==> src/rtl/tcp_flowid_manager_if.sv <==
// Flow ID allocator handshake bundle: allocation port, free port and status.
// The manager uses the slave modport; the new-flow/teardown side uses master.
interface tcp_flowid_manager_if #(
    parameter int unsigned FLOWID_W = 3
);
    logic                init_done;
    logic                flowid_avail;
    logic [FLOWID_W-1:0] flowid_alloc_id;
    logic                flowid_alloc_req;
    logic                flowid_free_val;
    logic [FLOWID_W-1:0] flowid_free_id;
    logic                flowid_free_rdy;
    logic [FLOWID_W:0]   flowid_free_cnt;
    logic                flowid_err;

    modport slave (
        output init_done,
        output flowid_avail,
        output flowid_alloc_id,
        input  flowid_alloc_req,
        input  flowid_free_val,
        input  flowid_free_id,
        output flowid_free_rdy,
        output flowid_free_cnt,
        output flowid_err
    );

    modport master (
        input  init_done,
        input  flowid_avail,
        input  flowid_alloc_id,
        output flowid_alloc_req,
        output flowid_free_val,
        output flowid_free_id,
        input  flowid_free_rdy,
        input  flowid_free_cnt,
        input  flowid_err
    );
endinterface

==> src/rtl/tcp_flowid_manager.sv <==
// Circular free-list allocator for TCP flow IDs.
// After rst the list self-initialises with IDs 0..NUM_FLOWS-1 (one per cycle),
// then IDs are handed out in FIFO order and returned IDs are appended at the tail.
// Optional feature macro: TCP_FLOWID_DOUBLE_FREE_CHECK_EN tracks IDs in use and
// drops (and flags) frees of IDs that are not currently allocated.
module tcp_flowid_manager #(
    parameter int unsigned FLOWID_W  = 3,
    parameter int unsigned NUM_FLOWS = 2 ** FLOWID_W
) (
    input logic                 clk,
    input logic                 rst,
    tcp_flowid_manager_if.slave fif
);

    localparam int unsigned         LAST     = NUM_FLOWS - 1;
    localparam logic [FLOWID_W-1:0] LAST_IDX = LAST[FLOWID_W-1:0];
    localparam logic [FLOWID_W:0]   FULL_CNT = NUM_FLOWS[FLOWID_W:0];

    typedef enum logic {
        StInit,
        StRun
    } state_e;

    state_e              state_q, state_d;
    logic [FLOWID_W-1:0] wr_ptr_q, wr_ptr_d;
    logic [FLOWID_W-1:0] head_q, head_d;
    logic [FLOWID_W-1:0] tail_q, tail_d;
    logic [FLOWID_W:0]   count_q, count_d;
    logic                err_q, err_d;

    logic [FLOWID_W-1:0] entry_q [NUM_FLOWS];
    logic                ent_we;
    logic [FLOWID_W-1:0] ent_waddr;
    logic [FLOWID_W-1:0] ent_wdata;

    logic                run;
    logic                alloc_ok;
    logic                free_ok;

`ifdef TCP_FLOWID_DOUBLE_FREE_CHECK_EN
    logic [NUM_FLOWS-1:0] in_use_q, in_use_d;
`endif

    // Pointer increment with wrap at NUM_FLOWS (which may be below 2**FLOWID_W).
    function automatic logic [FLOWID_W-1:0] ptr_inc(input logic [FLOWID_W-1:0] p);
        return (p == LAST_IDX) ? '0 : p + FLOWID_W'(1);
    endfunction

    assign run = (state_q == StRun);

    // Outputs come only from flops or a combinational read of the entry array.
    assign fif.init_done       = run;
    assign fif.flowid_avail    = run && (count_q != '0);
    assign fif.flowid_alloc_id = run ? entry_q[head_q] : '0;
    assign fif.flowid_free_rdy = run;
    assign fif.flowid_free_cnt = count_q;
    assign fif.flowid_err      = err_q;

    // Next-state: init sweep, alloc/free handshakes, error detection.
    always_comb begin
        state_d   = state_q;
        wr_ptr_d  = wr_ptr_q;
        head_d    = head_q;
        tail_d    = tail_q;
        count_d   = count_q;
        err_d     = err_q;
        ent_we    = 1'b0;
        ent_waddr = wr_ptr_q;
        ent_wdata = wr_ptr_q;
        alloc_ok  = 1'b0;
        free_ok   = 1'b0;
`ifdef TCP_FLOWID_DOUBLE_FREE_CHECK_EN
        in_use_d  = in_use_q;
`endif

        // Requesting an ID that is not on offer is a protocol error in any state.
        if (fif.flowid_alloc_req && !fif.flowid_avail) begin
            err_d = 1'b1;
        end

        unique case (state_q)
            StInit: begin
                ent_we    = 1'b1;
                ent_waddr = wr_ptr_q;
                ent_wdata = wr_ptr_q;
                if (wr_ptr_q == LAST_IDX) begin
                    state_d = StRun;
                    head_d  = '0;
                    tail_d  = '0;
                    count_d = FULL_CNT;
                end else begin
                    wr_ptr_d = wr_ptr_q + FLOWID_W'(1);
                end
            end

            StRun: begin
                alloc_ok = fif.flowid_avail && fif.flowid_alloc_req;

                if (fif.flowid_free_val) begin
                    // Overflow is judged on the pre-cycle count, before any same-cycle alloc.
                    free_ok = (count_q != FULL_CNT);
`ifdef TCP_FLOWID_DOUBLE_FREE_CHECK_EN
                    if (!in_use_q[fif.flowid_free_id]) begin
                        free_ok = 1'b0;
                    end
`endif
                    if (!free_ok) begin
                        err_d = 1'b1;
                    end
                end

                if (alloc_ok) begin
                    head_d = ptr_inc(head_q);
                end

                if (free_ok) begin
                    ent_we    = 1'b1;
                    ent_waddr = tail_q;
                    ent_wdata = fif.flowid_free_id;
                    tail_d    = ptr_inc(tail_q);
                end

                if (alloc_ok && !free_ok) begin
                    count_d = count_q - 1'b1;
                end else if (free_ok && !alloc_ok) begin
                    count_d = count_q + 1'b1;
                end

`ifdef TCP_FLOWID_DOUBLE_FREE_CHECK_EN
                if (free_ok) begin
                    in_use_d[fif.flowid_free_id] = 1'b0;
                end
                if (alloc_ok) begin
                    in_use_d[fif.flowid_alloc_id] = 1'b1;
                end
`endif
            end

            default: state_d = StInit;
        endcase
    end

    // Control state register with synchronous reset back to the init sweep.
    always_ff @(posedge clk) begin
        if (rst) begin
            state_q  <= StInit;
            wr_ptr_q <= '0;
            head_q   <= '0;
            tail_q   <= '0;
            count_q  <= '0;
            err_q    <= 1'b0;
`ifdef TCP_FLOWID_DOUBLE_FREE_CHECK_EN
            in_use_q <= '0;
`endif
        end else begin
            state_q  <= state_d;
            wr_ptr_q <= wr_ptr_d;
            head_q   <= head_d;
            tail_q   <= tail_d;
            count_q  <= count_d;
            err_q    <= err_d;
`ifdef TCP_FLOWID_DOUBLE_FREE_CHECK_EN
            in_use_q <= in_use_d;
`endif
        end
    end

    // Free-list storage; contents are rebuilt by the init sweep so no reset is needed.
    always_ff @(posedge clk) begin
        if (ent_we) begin
            entry_q[ent_waddr] <= ent_wdata;
        end
    end

endmodule

==> src/flat_wrapper.sv <==
// flat-port wrapper written by rule: the top's interface ports become plain ports
module tcp_flowid_manager_flat 
#(
    parameter int unsigned FLOWID_W  = 3,
    parameter int unsigned NUM_FLOWS = 2 ** FLOWID_W
)
  (clk, rst, fif_init_done, fif_flowid_avail, fif_flowid_alloc_id, fif_flowid_alloc_req, fif_flowid_free_val, fif_flowid_free_id, fif_flowid_free_rdy, fif_flowid_free_cnt, fif_flowid_err);
  tcp_flowid_manager_if #(.FLOWID_W(FLOWID_W)) fif_i ();
  input logic clk;
  input logic rst;
  output wire logic [$bits(fif_i.init_done)-1:0] fif_init_done;
  output wire logic [$bits(fif_i.flowid_avail)-1:0] fif_flowid_avail;
  output wire logic [$bits(fif_i.flowid_alloc_id)-1:0] fif_flowid_alloc_id;
  input wire logic [$bits(fif_i.flowid_alloc_req)-1:0] fif_flowid_alloc_req;
  input wire logic [$bits(fif_i.flowid_free_val)-1:0] fif_flowid_free_val;
  input wire logic [$bits(fif_i.flowid_free_id)-1:0] fif_flowid_free_id;
  output wire logic [$bits(fif_i.flowid_free_rdy)-1:0] fif_flowid_free_rdy;
  output wire logic [$bits(fif_i.flowid_free_cnt)-1:0] fif_flowid_free_cnt;
  output wire logic [$bits(fif_i.flowid_err)-1:0] fif_flowid_err;
  assign fif_init_done = fif_i.init_done;
  assign fif_flowid_avail = fif_i.flowid_avail;
  assign fif_flowid_alloc_id = fif_i.flowid_alloc_id;
  assign fif_i.flowid_alloc_req = fif_flowid_alloc_req;
  assign fif_i.flowid_free_val = fif_flowid_free_val;
  assign fif_i.flowid_free_id = fif_flowid_free_id;
  assign fif_flowid_free_rdy = fif_i.flowid_free_rdy;
  assign fif_flowid_free_cnt = fif_i.flowid_free_cnt;
  assign fif_flowid_err = fif_i.flowid_err;
  tcp_flowid_manager #(.FLOWID_W(FLOWID_W), .NUM_FLOWS(NUM_FLOWS)) u_core (.clk(clk), .rst(rst), .fif(fif_i));
endmodule
==> config.mk <==
export PLATFORM = sky130hd
export DESIGN_NAME = tcp_flowid_manager_flat
export DESIGN_NICKNAME = d
export VERILOG_FILES = /design/src/rtl/tcp_flowid_manager_if.sv /design/src/rtl/tcp_flowid_manager.sv /design/src/flat_wrapper.sv
export SDC_FILE = /design/constraint.sdc
export NUM_CORES = 1
export LEC_CHECK = 0
export ABC_AREA = 1
export ABC_CLOCK_PERIOD_IN_PS = 2200
export CORE_ASPECT_RATIO = 0.6
export CORE_MARGIN = 1
export CORE_UTILIZATION = 52
export DETAILED_ROUTE_END_ITERATION = 8
export GPL_ROUTABILITY_DRIVEN = 0
export GPL_TIMING_DRIVEN = 0
export PLACE_DENSITY = 0.73
export SLEW_MARGIN = 20
export SYNTH_ARGS = -nofsm -noshare
export SYNTH_HDL_FRONTEND = slang
export SYNTH_SLANG_ARGS = --single-unit
==> constraint.sdc <==
create_clock -name clk -period 2.2 [get_ports clk]
set_input_delay 0.44 -clock clk [delete_from_list [all_inputs] [get_ports clk]]
set_output_delay 0.44 -clock clk [all_outputs]
set_load 0.005 [all_outputs]
* Word level (Yosys, flattened, before mapping)
Memories as Yosys holds them, arrays and structs flattened. A register that Yosys moved wholly into a read port is not among the register bits. Cells that the tools add are included.
Storage, ports and cells: logic and storage cells 65, bits in writable memories 24, flip-flop bits (word level) 15, memories 1, output and inout bits 11
Cells by class: muxes and demuxes 30, reduce and logical (&&, ||, !) cells 13, equal/unequal tests 8, add/sub/neg operators 5, bitwise gates (word level) 2
Memories:
- u_core.entry_q | depth 8, width 3, rd ports 1, clocked after memory_dff 1, wr ports 1, RTL line tcp_flowid_manager.sv:31 | logic [FLOWID_W-1:0] entry_q [NUM_FLOWS];
Operator list (count):
- two-way mux 3 bit | 10
- case mux 3 bit (2 select lines) | 4
- two-way mux 4 bit | 3
- two-way mux 1 bit | 11
- adder 3 x 1 -> 3 bit (second input constant) | 3
- == test 3 bit (second input constant) | 3
- case mux 4 bit (2 select lines) | 1
- AND reduction 2 bit | 4
- logical AND 1 bit | 5
- adder 4 x 1 -> 4 bit (second input constant) | 1
- inequality test 2 bit (second input constant) | 2
- inequality test 4 bit (second input constant) | 1
- nonzero test 4 bit | 1
- subtractor 4 x 1 -> 4 bit (second input constant) | 1
- logical NOT 1 bit | 3
- inequality test 3 bit (second input constant) | 1
- inequality test 2 x 1 -> 1 bit (second input constant) | 1
- inverter 1 bit | 2
- case mux 1 bit (2 select lines) | 1

* Depth between registers and ports, before layout
depth in word-level cells 8, depth in mapped cells 14, depth with buffers taken out 14

* Least setup slack after synthesis
No wires, ideal clock.
kind register -> register, start register u_core.count_q[0] (netlist: u_core.fif.flowid_free_cnt[0]), end register u_core.count_q[2] (netlist: u_core.fif.flowid_free_cnt[2]), stages on the path, launching flop included 13, setup slack 0.341 ns, library setup time 0.132 ns, required time 2.068 ns, period minus slack after synthesis 1.859 ns, data arrival time 1.727 ns, path buffers 0, cell sequence dfxtp_1 > nor2_2 > nand2_1 > nand3_2 > inv_2 > ha_1 > nand2_1 > and2_1 > ha_1 > a21oi_1 > or2_2 > nand3_1 > a21oi_1
Between the ends: word-level cells in the longest chain between the ends 7, elaborated cells between the ends (all ways) 17
RTL lines:
- start: declaration | RTL line tcp_flowid_manager.sv:28 | logic [FLOWID_W:0] count_q, count_d;
- start signal: assignment | RTL line tcp_flowid_manager.sv:160 | count_q <= count_d;
- inequality test 4 bit / nonzero test 4 bit (equally long branches) | RTL line tcp_flowid_manager.sv:101, tcp_flowid_manager.sv:53
- two-way mux 1 bit / logical AND 1 bit (equally long branches) | RTL line tcp_flowid_manager.sv:99, tcp_flowid_manager.sv:53
- two-way mux 1 bit / logical AND 1 bit (equally long branches) | RTL line tcp_flowid_manager.sv:81, tcp_flowid_manager.sv:97
- logical NOT 1 bit, on equally long branches | RTL line tcp_flowid_manager.sv:123, tcp_flowid_manager.sv:125
- logical AND 1 bit, on equally long branches | RTL line tcp_flowid_manager.sv:123, tcp_flowid_manager.sv:125
- two-way mux 4 bit / inequality test 3 bit (equally long branches)
- case mux 4 bit (2 select lines) / AND reduction 2 bit (equally long branches)
Parallel ways exist; a longest one is shown, timed or not. The select of a mux whose other input is x is not followed. A chain may end at the register's enable or synchronous reset.

* Worst setup path in the final report
start input fif_flowid_alloc_req, end register u_core.count_q[2] (netlist: u_core.fif.flowid_free_cnt[2])
Between the ends: word-level cells in the longest chain between the ends 5, elaborated cells between the ends (all ways) 8
RTL lines:
- start: declaration | RTL line flat_wrapper.sv:14 | input wire logic [$bits(fif_i.flowid_alloc_req)-1:0] fif_flowid_alloc_req;
- logical AND 1 bit (*) | RTL line tcp_flowid_manager.sv:97 | alloc_ok = fif.flowid_avail && fif.flowid_alloc_req;
- logical NOT 1 bit | RTL line tcp_flowid_manager.sv:125 | end else if (free_ok && !alloc_ok) begin
- logical AND 1 bit | RTL line tcp_flowid_manager.sv:125
- inequality test 3 bit (no line)
- AND reduction 2 bit (no line)
Mark *: on every way between the ends. The rest lies on a longest branch, timed or not.

==> flow_summary.rst <==
.. list-table::
   :header-rows: 1

   * - Metric
     - Value
   * - Status
     - complete, no violations
   * - H-tree lvl count
     - 2
   * - Arrival time of the worst setup path
     - 2.18 ns
   * - FFs w/ async S/R, synth
     - 0%
   * - Instance count of the mapped netlist
     - 231
   * - Count of flip-flops with a built-in enable after synthesis
     - 24
   * - Internal power
     - 1.27 mW
   * - Vias in the first global route
     - 1479
   * - Worst path setup slack after routing
     - 0.175 ns
   * - Initial antenna violation count
     - 0
   * - Warnings from Yosys
     - 0
   * - Most Used Layer, Global Route
     - met1
   * - Clock tree from TritonCTS
     - built
   * - Pre-CTS setup slack
     - -0.190 ns
   * - Post-Synthesis Net Count
     - 248
   * - Avg Vias per Cell
     - 5.08
   * - List of most frequent post-synthesis cells
     - 45 x nor2_1, 30 x nand2_1, 24 x edfxtp_1, 20 x nand3_1, 20 x o21ai_0
   * - Fraction of power consumed by sequential logic
     - 54.6%
   * - Unique cell type count in the Yosys netlist
     - 26
   * - Row count
     - 17
   * - Top-level port count
     - 18
   * - Setup repair after global routing missed its margin
     - false
   * - Starting density of the core
     - 55.7%
   * - Die Height
     - 51.2 um
   * - Overall die area
     - 0.00430 mm^2
   * - Vias after detailed routing
     - 1561
   * - Main flop type after synthesis
     - edfxtp_1
   * - Kind of end point of the critical path
     - register
   * - Insertion delay to the later sink of the worst-skew pair
     - 0.30 ns
   * - Reg-to-reg setup timing slack
     - 0.25 ns
   * - Pre-antenna DRT Iters
     - 4
   * - Total routing resource utilization after global routing
     - 22.2%
   * - Cell taking the most area after synthesis
     - edfxtp_1
   * - Part of the power in the clock network
     - 35.8%
   * - Most numerous cell in the Yosys netlist
     - nor2_1
   * - Mean post-synth cell area
     - 9.07 um^2
   * - Count of nets after finishing
     - 276
   * - HPWL Detailed
     - 2.99 mm
   * - DR WL/cell
     - 13.6 um
   * - Worst Hold Class
     - reg2reg
   * - Worst setup path category
     - in2reg
   * - Peak supply drop
     - 0.368 mV
   * - Pins over their slew limit
     - 0
   * - Met2 global-route usage
     - 31.7%
   * - Combinational share of power
     - 9.6%
   * - Count of hold-fix buffers inserted at cts
     - 0
   * - Power Density
     - 658 mW/mm^2
   * - ANT nets after route
     - 0
   * - Final Hold Fails
     - 0
   * - Residual overflow from global routing
     - 0
   * - CTS sink cnt
     - 42
   * - Crit start category
     - input port
   * - Reg clk slew, reported paths
     - 0.07 ns
   * - DRC violation count after routing
     - 0
   * - Horizontal die dimension
     - 84.0 um
   * - Final core utilization
     - 66.8%
   * - Pin count of the biggest net entering global routing
     - 14
   * - FMAX
     - 0.494 GHz
   * - Area inside the core boundary
     - 0.00376 mm^2
   * - Final clock skew
     - 0.00631 ns
   * - Area contributors post-synth
     - edfxtp_1 34%, dfxtp_1 17%, nor2_1 8.1%
   * - Cell area after synthesis
     - 0.00210 mm^2
   * - Share of post-route cells with drive strength above 1
     - 18.1%
   * - Highest fanout seen on the critical path
     - 5
   * - Switching power summed over all nets
     - 0.378 mW
   * - CTS buffer count
     - 5
   * - Area growth syn-to-layout
     - 19.9%
   * - Portion of the clock cycle consumed by the worst path in the final layout
     - 92.0%
   * - Final critical-path required period
     - 2.02 ns
   * - Synthesized flop and latch total
     - 42
   * - Slew at the pin closest to its max-slew limit
     - 0.530 ns
   * - Port Buffers
     - 17
   * - Reported max-cap violation count
     - 0
   * - Global-route wire length before repair
     - 7.01 mm
   * - Yosys top cell area share
     - 34.4%
   * - Worst Path Required
     - 2.36 ns
   * - Library cell used as clock root buffer
     - clkbuf_8
   * - DRC violation total after the first TritonRoute iteration
     - 164
   * - Met1 capacity usage during global routing
     - 32.3%
   * - Antenna diodes
     - 0
   * - Static leakage
     - 1.08 nW
   * - Part of the Yosys area used for sequential elements
     - 51.6%
   * - Wire length after detailed routing
     - 4.18 mm
   * - Slew margin rel.
     - 64.7%
   * - Maximum clock path buffer count
     - 2
   * - Switching part of the total power
     - 22.9%
   * - Met3 usage
     - 5.49%
   * - Final setup fails
     - 0
-- what timing repair did --
item                       CTS  global route
setup endpoints to repair    3             4
resized for setup           12            13
cloned                       1             0
pin swaps                    1             0
buffers inserted             0             3
-- cells in the final DEF (no fill, tap or decap), types with 2 or more instances in the layout --
cell type,count
a21oi_1,12
buf_4,4
buf_6,5
clkbuf_1,2
clkbuf_8,5
clkdlybuf4s50_1,14
dfxtp_1,13
dfxtp_2,4
dlymetal6s2s_1,2
edfxtp_1,24
ha_1,9
inv_1,16
inv_2,6
nand2_1,30
nand2_2,5
nand2_4,7
nand3_1,20
nor2_1,45
nor2_4,3
o21ai_0,16
o21ai_1,4
-- worst max-delay path, stage by stage --
cell and delay, ns:
clkdlybuf4s50_1 0.51, nand3_2 0.13, inv_2 0.13, ha_4 0.16, inv_1 0.04, nand2_1 0.06
and2_1 0.13, ha_1 0.13, a21oi_1 0.05, or2_2 0.28, nand3_1 0.07, a21oi_1 0.06
-- routing by layer --
metal | vias to the layer above | routed length, um
met5 | - | 0
met4 | 0 | 50
met3 | 7 | 238
met2 | 29 | 1660
met1 | 708 | 2230
li1 | 817 | -
-- path summary, 6_finish.rpt --
kind                                               startpoint                       endpoint  depth (start not counted)
worst max register to register  u_core.fif.flowid_free_cnt[0]  u_core.fif.flowid_free_cnt[2]                         13
worst min register to register               u_core.head_q[2]               u_core.head_q[2]                          2
worst max-delay path                     fif_flowid_alloc_req  u_core.fif.flowid_free_cnt[2]                         12
worst min-delay path                         u_core.head_q[2]               u_core.head_q[2]                          2
-- stage by stage --
step           setup TNS, ns  power (mW)  hold WS (ns)  instances  area (um^2)
6_report                   0        1.65         0.510        307         2510
5_1_grt                    0        1.71         0.532        307         2510
4_1_cts                    0        1.65         0.512        304         2460
3_5_place_dp          -0.258        1.08         0.495        295         2320
3_3_place_gp          -0.230        1.07         0.491        295         2320
2_1_floorplan              0        1.02         0.475        231         2100
-- registers in the layout (all words and copies together) (netlist names), named ones only --
name,flops
u_core.entry_q,24
u_core.fif.flowid_err,1
u_core.fif.flowid_free_cnt,4
u_core.fif.flowid_free_rdy,1
u_core.head_q,3
u_core.tail_q,3
u_core.wr_ptr_q,3
-- power by group through the flow --
| stage | clock [mW] | combinational (mW) | sequential, mW |
|---|---|---|---|
| after floorplan | 0 | 0.104 | 0.917 |
| after global placement | 0 | 0.152 | 0.920 |
| after detailed placement | 0 | 0.156 | 0.921 |
| after CTS | 0.595 | 0.156 | 0.902 |
| after global routing | 0.628 | 0.178 | 0.906 |
| final | 0.592 | 0.159 | 0.902 |
-- final cells by class --
type                            count  area [um^2]
Fill cell                         316         1250
Tap cell                           47         58.8
Inverter                           23         98.8
Clock buffer                        6         72.6
Clock inverter                      2         33.8
Timing Repair Buffer               21          208
Buffer                              6         56.3
Multi-Input combinational cell    160          896
Sequential cell                    42         1090
-- logic make-up (layout without fill, tap and decap cells) --
| logic type | count (synthesis) | count (layout) | synth area share (%) |
|---|---|---|---|
| AOI/OAI and AO/OA | 34 | 34 | 8.36 |
| xor gates and xnor gates | 1 | 1 | 0.418 |
| adders and majority gates | 10 | 10 | 5.97 |
| buffers and inverters | 29 | 58 | 6.51 |
| DFF | 42 | 42 | 51.6 |
| and+or+nand+nor | 115 | 115 | 27.2 |
(Power assumes the default switching activity.)
